===== src/rtl/onehot_decoder_3to8_pulse.sv =====
// Decodes a 3-bit code into a registered one-hot strobe held for HOLD_CYCLES, followed by GAP_CYCLES idle.
// Latency: 1 cycle from the accept edge to out_onehot/out_valid.
// Backpressure: in_ready drops only while a pulse is running and the one-entry skid buffer is full.
module onehot_decoder_3to8_pulse #(
  parameter int HOLD_CYCLES = 4,
  parameter int GAP_CYCLES  = 1,
  parameter int CNT_W       = 16
) (
  input  logic             clk,
  input  logic             rst,
  input  logic             in_valid,
  output logic             in_ready,
  input  logic [2:0]       in_code,
  input  logic             in_en,
  output logic [7:0]       out_onehot,
  output logic             out_valid,
  output logic             busy,
  output logic [CNT_W-1:0] pulse_count
);

  typedef enum logic [1:0] {IDLE, HOLD, GAP} state_t;

  localparam logic [7:0] HOLD_LOAD = 8'(HOLD_CYCLES - 1);
  localparam logic [7:0] GAP_LOAD  = 8'((GAP_CYCLES > 0) ? (GAP_CYCLES - 1) : 0);
  localparam bit         HAS_GAP   = (GAP_CYCLES > 0);
  localparam logic [CNT_W-1:0] CNT_ONE = {{(CNT_W-1){1'b0}}, 1'b1};

  state_t     state;
  logic [7:0] cnt;
  logic       buf_full;
  logic [2:0] buf_code;
  logic       buf_en;
  logic       accept;
  logic       last;

  // Ready and busy come from registered state only, so no combinational path from in_valid.
  assign in_ready = (state == IDLE) || !buf_full;
  assign busy     = (state != IDLE) || buf_full;
  assign accept   = in_valid && in_ready;
  assign last     = (cnt == 8'd0);

  function automatic logic [7:0] decode(input logic [2:0] code, input logic en);
    decode = en ? (8'd1 << code) : 8'd0;
  endfunction

  // Pulse sequencer: IDLE -> HOLD -> (GAP) -> HOLD/IDLE, with the skid buffer feeding back-to-back pulses.
  always_ff @(posedge clk or posedge rst) begin
    if (rst) begin
      state       <= IDLE;
      cnt         <= 8'd0;
      buf_full    <= 1'b0;
      buf_code    <= 3'd0;
      buf_en      <= 1'b0;
      out_onehot  <= 8'h00;
      out_valid   <= 1'b0;
      pulse_count <= '0;
    end else begin
      case (state)
        IDLE: begin
          if (accept) begin
            state      <= HOLD;
            cnt        <= HOLD_LOAD;
            out_valid  <= 1'b1;
            out_onehot <= decode(in_code, in_en);
          end
        end

        HOLD: begin
          if (!last) begin
            cnt <= cnt - 8'd1;
            if (accept) begin
              buf_full <= 1'b1;
              buf_code <= in_code;
              buf_en   <= in_en;
            end
          end else begin
            pulse_count <= pulse_count + CNT_ONE;
            if (HAS_GAP) begin
              state      <= GAP;
              cnt        <= GAP_LOAD;
              out_valid  <= 1'b0;
              out_onehot <= 8'h00;
              if (accept) begin
                buf_full <= 1'b1;
                buf_code <= in_code;
                buf_en   <= in_en;
              end
            end else if (buf_full) begin
              // No gap: chain straight into the buffered pulse without a bubble.
              cnt        <= HOLD_LOAD;
              out_onehot <= decode(buf_code, buf_en);
              buf_full   <= 1'b0;
            end else if (accept) begin
              // Empty buffer and a code arriving on the last cycle: start it directly.
              cnt        <= HOLD_LOAD;
              out_onehot <= decode(in_code, in_en);
            end else begin
              state      <= IDLE;
              out_valid  <= 1'b0;
              out_onehot <= 8'h00;
            end
          end
        end

        GAP: begin
          if (!last) begin
            cnt <= cnt - 8'd1;
            if (accept) begin
              buf_full <= 1'b1;
              buf_code <= in_code;
              buf_en   <= in_en;
            end
          end else if (buf_full) begin
            state      <= HOLD;
            cnt        <= HOLD_LOAD;
            out_valid  <= 1'b1;
            out_onehot <= decode(buf_code, buf_en);
            buf_full   <= 1'b0;
          end else if (accept) begin
            // Code arriving on the last gap cycle goes straight to HOLD so IDLE never holds a code.
            state      <= HOLD;
            cnt        <= HOLD_LOAD;
            out_valid  <= 1'b1;
            out_onehot <= decode(in_code, in_en);
          end else begin
            state <= IDLE;
          end
        end

        default: begin
          state      <= IDLE;
          out_valid  <= 1'b0;
          out_onehot <= 8'h00;
        end
      endcase
    end
  end

endmodule


===== config.mk =====
export PLATFORM = sky130hd
export DESIGN_NAME = onehot_decoder_3to8_pulse
export DESIGN_NICKNAME = d
export VERILOG_FILES = /design/src/rtl/onehot_decoder_3to8_pulse.sv
export SDC_FILE = /design/constraint.sdc
export NUM_CORES = 1
export LEC_CHECK = 0
export CORE_MARGIN = 3
export CORE_UTILIZATION = 45
export DETAILED_ROUTE_END_ITERATION = 12
export PLACE_DENSITY = 0.8
export SYNTH_ARGS = -nofsm -noshare
export SYNTH_HDL_FRONTEND = slang
export SYNTH_SLANG_ARGS = --single-unit

===== constraint.sdc =====
create_clock -name clk -period 2.4 [get_ports clk]
set_input_delay 0.48 -clock clk [delete_from_list [all_inputs] [get_ports clk]]
set_output_delay 0.48 -clock clk [all_outputs]
set_load 0.05 [all_outputs]

# Word-level counts from Yosys, hierarchy flattened
# Cells that the tools add are included.
[totals]
input_bits = 7
out_inout_bits = 27
word_cells = 63
ff_bits = 40
[classes]
n_reduce_logical = 13
n_eq_ne = 6
add_sub_neg = 2
n_shift = 2
muxes = 32
[op_table]
columns = ["op", "count"]
rows = [
  ["$mux W8", 10],
  ["$pmux W8 S3", 2],
  ["$add A16 B1 Y16 const B", 1],
  ["$shl A1 B3 Y8 const A", 2],
  ["$mux W1", 10],
  ["$logic_not A8 Y1", 1],
  ["$ne A2 B2 Y1 const B", 4],
  ["$sub A8 B1 Y8 const B", 1],
  ["$mux W2", 3],
  ["$mux W3", 2],
  ["$pmux W2 S3", 1],
  ["$pmux W3 S2", 1],
  ["$reduce_and A2 Y1", 3],
  ["$pmux W1 S2", 2],
  ["$reduce_bool A2 Y1", 2],
  ["$pmux W1 S3", 1],
  ["$reduce_and A3 Y1", 1],
  ["$reduce_bool A3 Y1", 1],
  ["$eq A2 B1 Y1 const B", 1],
  ["$eq A2 B2 Y1 const B", 1],
  ["$logic_not A2 Y1", 1],
  ["$logic_or A1 B1 Y1", 2],
  ["$logic_and A1 B1 Y1", 1],
  ["$logic_not A1 Y1", 1],
]

# Depth between registers and ports, before layout
[depth]
depth_word = 7
mapped_depth = 7
depth_no_buf = 6

# Least setup slack after synthesis
# Ideal clock, no wire load.
[synth_path]
path_kind = "register to register"
startpoint = "reg state[0]"
endpoint = "reg cnt[5]"
period_less_slack_ns = 2.197
stages_incl_launch_ff = 7
setup_slack_ns = 0.203
required_ns = 2.276
n_path_buf = 0
setup_time_ns = 0.124
arrival_time_ns = 2.073
cell_sequence = "dfrtp_1 inv_1 ha_1 nand2b_1 a21oi_1 or3_1 a211o_1"
[synth_between]
elab_chain_len = 7
elab_cells_between_ends = 10
classes_between = "2 x eq/ne; 4 x mux; 4 x reduce/logical"
[synth_rtl]
columns = ["item", "line", "rtl"]
rows = [
  ["start, declared", "28", "state_t state;"],
  ["start signal, assigned", "49", "state <= IDLE;"],
  ["start signal, assigned", "61", "state <= HOLD;"],
  ["start signal, assigned", "79", "state <= GAP;"],
  ["$logic_not A2 Y1 *", "37", "assign in_ready = (state == IDLE) || !buf_full;"],
  ["$logic_or A1 B1 Y1 *", "37", ""],
  ["named net in_ready", "12", "output logic in_ready,"],
  ["$logic_and A1 B1 Y1 *", "39", "assign accept = in_valid && in_ready;"],
  ["$mux W8 *", "--", ""],
  ["$mux W8 (2 in a row)", "--", ""],
  ["$pmux W8 S3 *", "58", "case (state)"],
  ["end signal, assigned", "70", "cnt <= cnt - 8'd1;"],
  ["end signal, assigned", "107", "cnt <= cnt - 8'd1;"],
  ["end, declared", "29", "logic [7:0] cnt;"],
]
# The timed path passes the listed nets; every way through them passes the cells marked *.
# A chain may end at the register's enable or synchronous reset.

# Worst setup path in the final report
[layout_path]
startpoint = "reg state[0]"
endpoint = "reg cnt[4]"
[layout_between]
elab_chain_len = 7
elab_cells_between_ends = 10
classes_between = "2 x eq/ne; 4 x mux; 4 x reduce/logical"
[layout_rtl]
columns = ["item", "line"]
rows = [
  ["$logic_not A2 Y1", "37, 58"],
  ["$logic_or A1 B1 Y1", "37"],
  ["$logic_and A1 B1 Y1", "39"],
  ["$mux W8 (3 in a row)", "--"],
  ["$pmux W8 S3", "58"],
]
# Several ways; a longest one is shown, not always the timed one.

==> flow_summary_export.csv <==
group,metric,value,unit
outcome,run_status,"completed",
placed_design,dp_hpwl,3220,um
yosys,synthCells,207,
critical_path,timing.critical_path.arrival,2.34,ns
clock_network,post-cts-setup-buffers,0,
pwr,internal_power,1.68,mW
floorplan,die_w,75.8,um
drt,detail_route.wl_per_cell,14.3,um
critical_path,regToRegStartpoint,"state[0]",
clock_network,clkSlewWorstSetupHoldPaths,0.08,ns
pwr,power_frac_seq,34.0,%
critical_path,required,2.63,ns
layout,layout-drive-gt1-share,11.8,%
clock_network,clock_sinks,40,
yosys,seq_area_frac_synth,45.7,%
pwr,power_switching,1.29,mW
yosys,synth-edff-count,0,
pwr,vdd_ir_drop_max,647,uV
clock_network,cts_max_path_buffers,2,
yosys,netlist.area_leader.share,45.7,%
drt,via_count,1725,
placed_design,place_ws,0.307,ns
drt,detailedRoute.firstIterationViolations,82,
sta,final.period_utilization,87.5,%
clock_network,ctsRootBufferMaster,"sky130_fd_sc_hd__clkbuf_8",
drt,drc,0,
yosys,synth_async_sr_flop_share,100,%
yosys,synth_common_cells,"sky130_fd_sc_hd__dfrtp_1 (40), sky130_fd_sc_hd__nor2_1 (13), sky130_fd_sc_hd__inv_1 (12), sky130_fd_sc_hd__nand2_1 (12)",
yosys,synthesis.area_per_instance,10.6,um^2
critical_path,timing_worst_setup_path_type,"reg2reg",
pwr,combinationalPowerShare,47.9,%
yosys,yosys_most_used_dff,"sky130_fd_sc_hd__dfrtp_1",
floorplan,rows,24,
layout,final_nets,258,
sta,slew-limit-headroom,52.1,%
yosys,netlist_top_cells_area,"sky130_fd_sc_hd__dfrtp_1 (46%), sky130_fd_sc_hd__ha_1 (4.0%), sky130_fd_sc_hd__xnor2_1 (4.0%), sky130_fd_sc_hd__a21oi_1 (2.3%), sky130_fd_sc_hd__nor2_1 (2.2%)",
yosys,synthesis.nets,221,
yosys,synth.distinct_cells,51,
grt,grt_pass1_vias,1620,
yosys,synth_area,0.00219,mm^2
drt,wl_met1,2010,um
drt,drt-total-wl,4420,um
critical_path,ff2ff_path_depth,6,
critical_path,critical_path.max_fanout,11,
drt,met3_layer_wire_length_in_the_routed_design,242,um
pwr,p_leak,1.17,nW
pwr,power_density,1090,mW/mm^2
layout,antenna_cells,0,
drt,drtAntennaViolNets,0,
yosys,ff_latch_count_synth,40,
sta,max_slew.worst_pin.slew,0.713,ns
drt,wl_met2,2100,um
grt,antenna_violations_before_repair,0,
drt,route.top_layer_used,"met4",
clock_network,cts_buffers,5,
sta,max_freq,476,MHz
yosys,synth-warning-count,0,
critical_path,crit_path_top_delay_cell,"sky130_fd_sc_hd__dfrtp_1",
drt,detail_route.first_pass.iterations,4,
grt,grt_use_total,17.4,%
critical_path,crit-reg2reg-capture,"cnt[4]",
placed_design,numPortBuffers,33,
pwr,power.share.switching,43.4,%
critical_path,critical_path_s_largest_stage_delay,0.44,ns
layout,postLayoutCoreUtil,59.9,%
clock_network,cts_max_level,2,
critical_path,start_kind,"flop",
sta,final-setup-viol-count,0,
sta,slew_violations,0,
min_path,hold_depth,1,
floorplan,core_area,0.00453,mm^2
sta,timing.final.hold_violations,0,
job,max_cap_violations,0,
critical_path,timing.reg2reg.setup_slack,0.30,ns
floorplan,chip_height,75.8,um
min_path,worstHoldPathType,"reg2reg",
layout,flow.area_growth_from_synthesis,23.9,%
clock_network,post_cts.resized_instances,0,
sta,finalWorstPathRequiredPeriod,2.10,ns
min_path,worstHoldStart,"pulse_count[15]",
yosys,synth_most_common_cell,"sky130_fd_sc_hd__dfrtp_1",
grt,largest_net_degree_at_the_start_of_global_routing,41,
clock_network,worstSkewPairLatency,0.29,ns
critical_path,cp_cell_sequence,"inv_1 -> ha_1 -> o21ai_0 -> a211o_1 -> o32ai_1 -> a21o_1",
pwr,totalPowerFinal,2.97,mW
sta,rsz_0062_raised_after_global_routing,"no",
clock_network,cts-hold-fix-buffers,0,
placed_design,finalWeightedCongestion,0.924,
floorplan,num_io_pins,34,
yosys,netlist.top_cell.by_area,"sky130_fd_sc_hd__dfrtp_1",
min_path,holdPathEnd,"pulse_count[15]",
critical_path,worstSetupEndpointType,"flop",
grt,gr-total-overflow,0,
sta,postLayoutSetupSlackWorst,0.300,ns
floorplan,initial_core_util,48.3,%
drt,routed_via_density,5.56,
sta,sum_of_negative_setup_slack,0,ns
placed_design,dpl.cell_count,302,
clock_network,cts_tree,"built",
sta,worst_clock_skew,0.00416,ns
floorplan,floorplan.die_area,0.00574,mm^2
pwr,power_frac_clock,18.1,%
layout,stdcell_count,310,
grt,grt_pass1_wl,7560,um
==> cell usage in the layout, fill, tap and decap left out, drive strengths merged, types with 7 or more instances in the layout <==
cell           count
a21oi             10
ha                 7
nand3              7
nor2              15
inv               12
dfrtp             40
xnor2             10
nand2             12
clkdlybuf4s50     31
nand4              7
==> cell type report <==
type | count | area, um^2
clock buffers | 6 | 72.6
clock inverters | 2 | 35.0
fillers | 375 | 1820
inverters | 12 | 45.0
multi-input cells | 150 | 1130
flip-flops and latches | 40 | 1000
well taps | 65 | 81.3
repair buffers | 35 | 353
==> flip-flops by register name, indices dropped and copies added (netlist names) <==
name,count
cnt,8
pulse_count,16
state,2
buf_en,1
buf_code,3
buf_full,1
out_onehot,8
out_valid,1
==> critical path, delay by kind of cell, from the launching register on <==
| family | cells | cell delay, ns |
|---|---|---|
| AOI/OAI and AO/OA | 4 | 1.09 |
| adders and majority gates | 1 | 0.41 |
| buffers and inverters | 1 | 0.10 |
| DFF | 1 | 0.44 |
==> worst max-delay path by stage <==
stage | cells past startpoint | to | start
final | 6 | cnt[4] | state[0]
after global routing | 6 | cnt[4] | state[0]
after CTS | 6 | cnt[4] | state[0]
after detailed placement | 5 | cnt[5] | in_valid
after global placement | 6 | cnt[4] | state[0]
after floorplan | 6 | cnt[5] | state[0]
==> power by group through the flow <==
stage	logic (mW)	clock network [mW]	registers, mW
CTS	1.43	0.550	1.01
global route	1.55	0.575	1.04
floorplan	0.858	0	1.18
global placement	1.40	0	1.01
detailed placement	1.43	0	1.02
finish	1.42	0.537	1.01
==> through the flow <==
step / cell area, um^2 / hold slack [ns]
CTS: 2720 / 0.484
global placement: 2610 / 0.459
finish: 2720 / 0.477
global route: 2720 / 0.515
detailed placement: 2610 / 0.474
floorplan: 2190 / 0.496
==> cell families after synthesis <==
| kind of cell | synth area share [%] |
|---|---|
| compound gates | 16.8 |
| mux | 2.51 |
| fa+ha+maj | 4.00 |
| buf+inv | 2.91 |
| simple gates | 22.1 |
| flops | 45.7 |
| xor+xnor | 5.99 |
==> per-layer routing <==
metal | GRT usage (%) | vias to the layer above
met5 | 0 | -
met4 | 7.18 | 0
met3 | 3.96 | 7
met2 | 28.4 | 57
met1 | 22.1 | 817
li1 | - | 844
(Power assumes the default switching activity.)
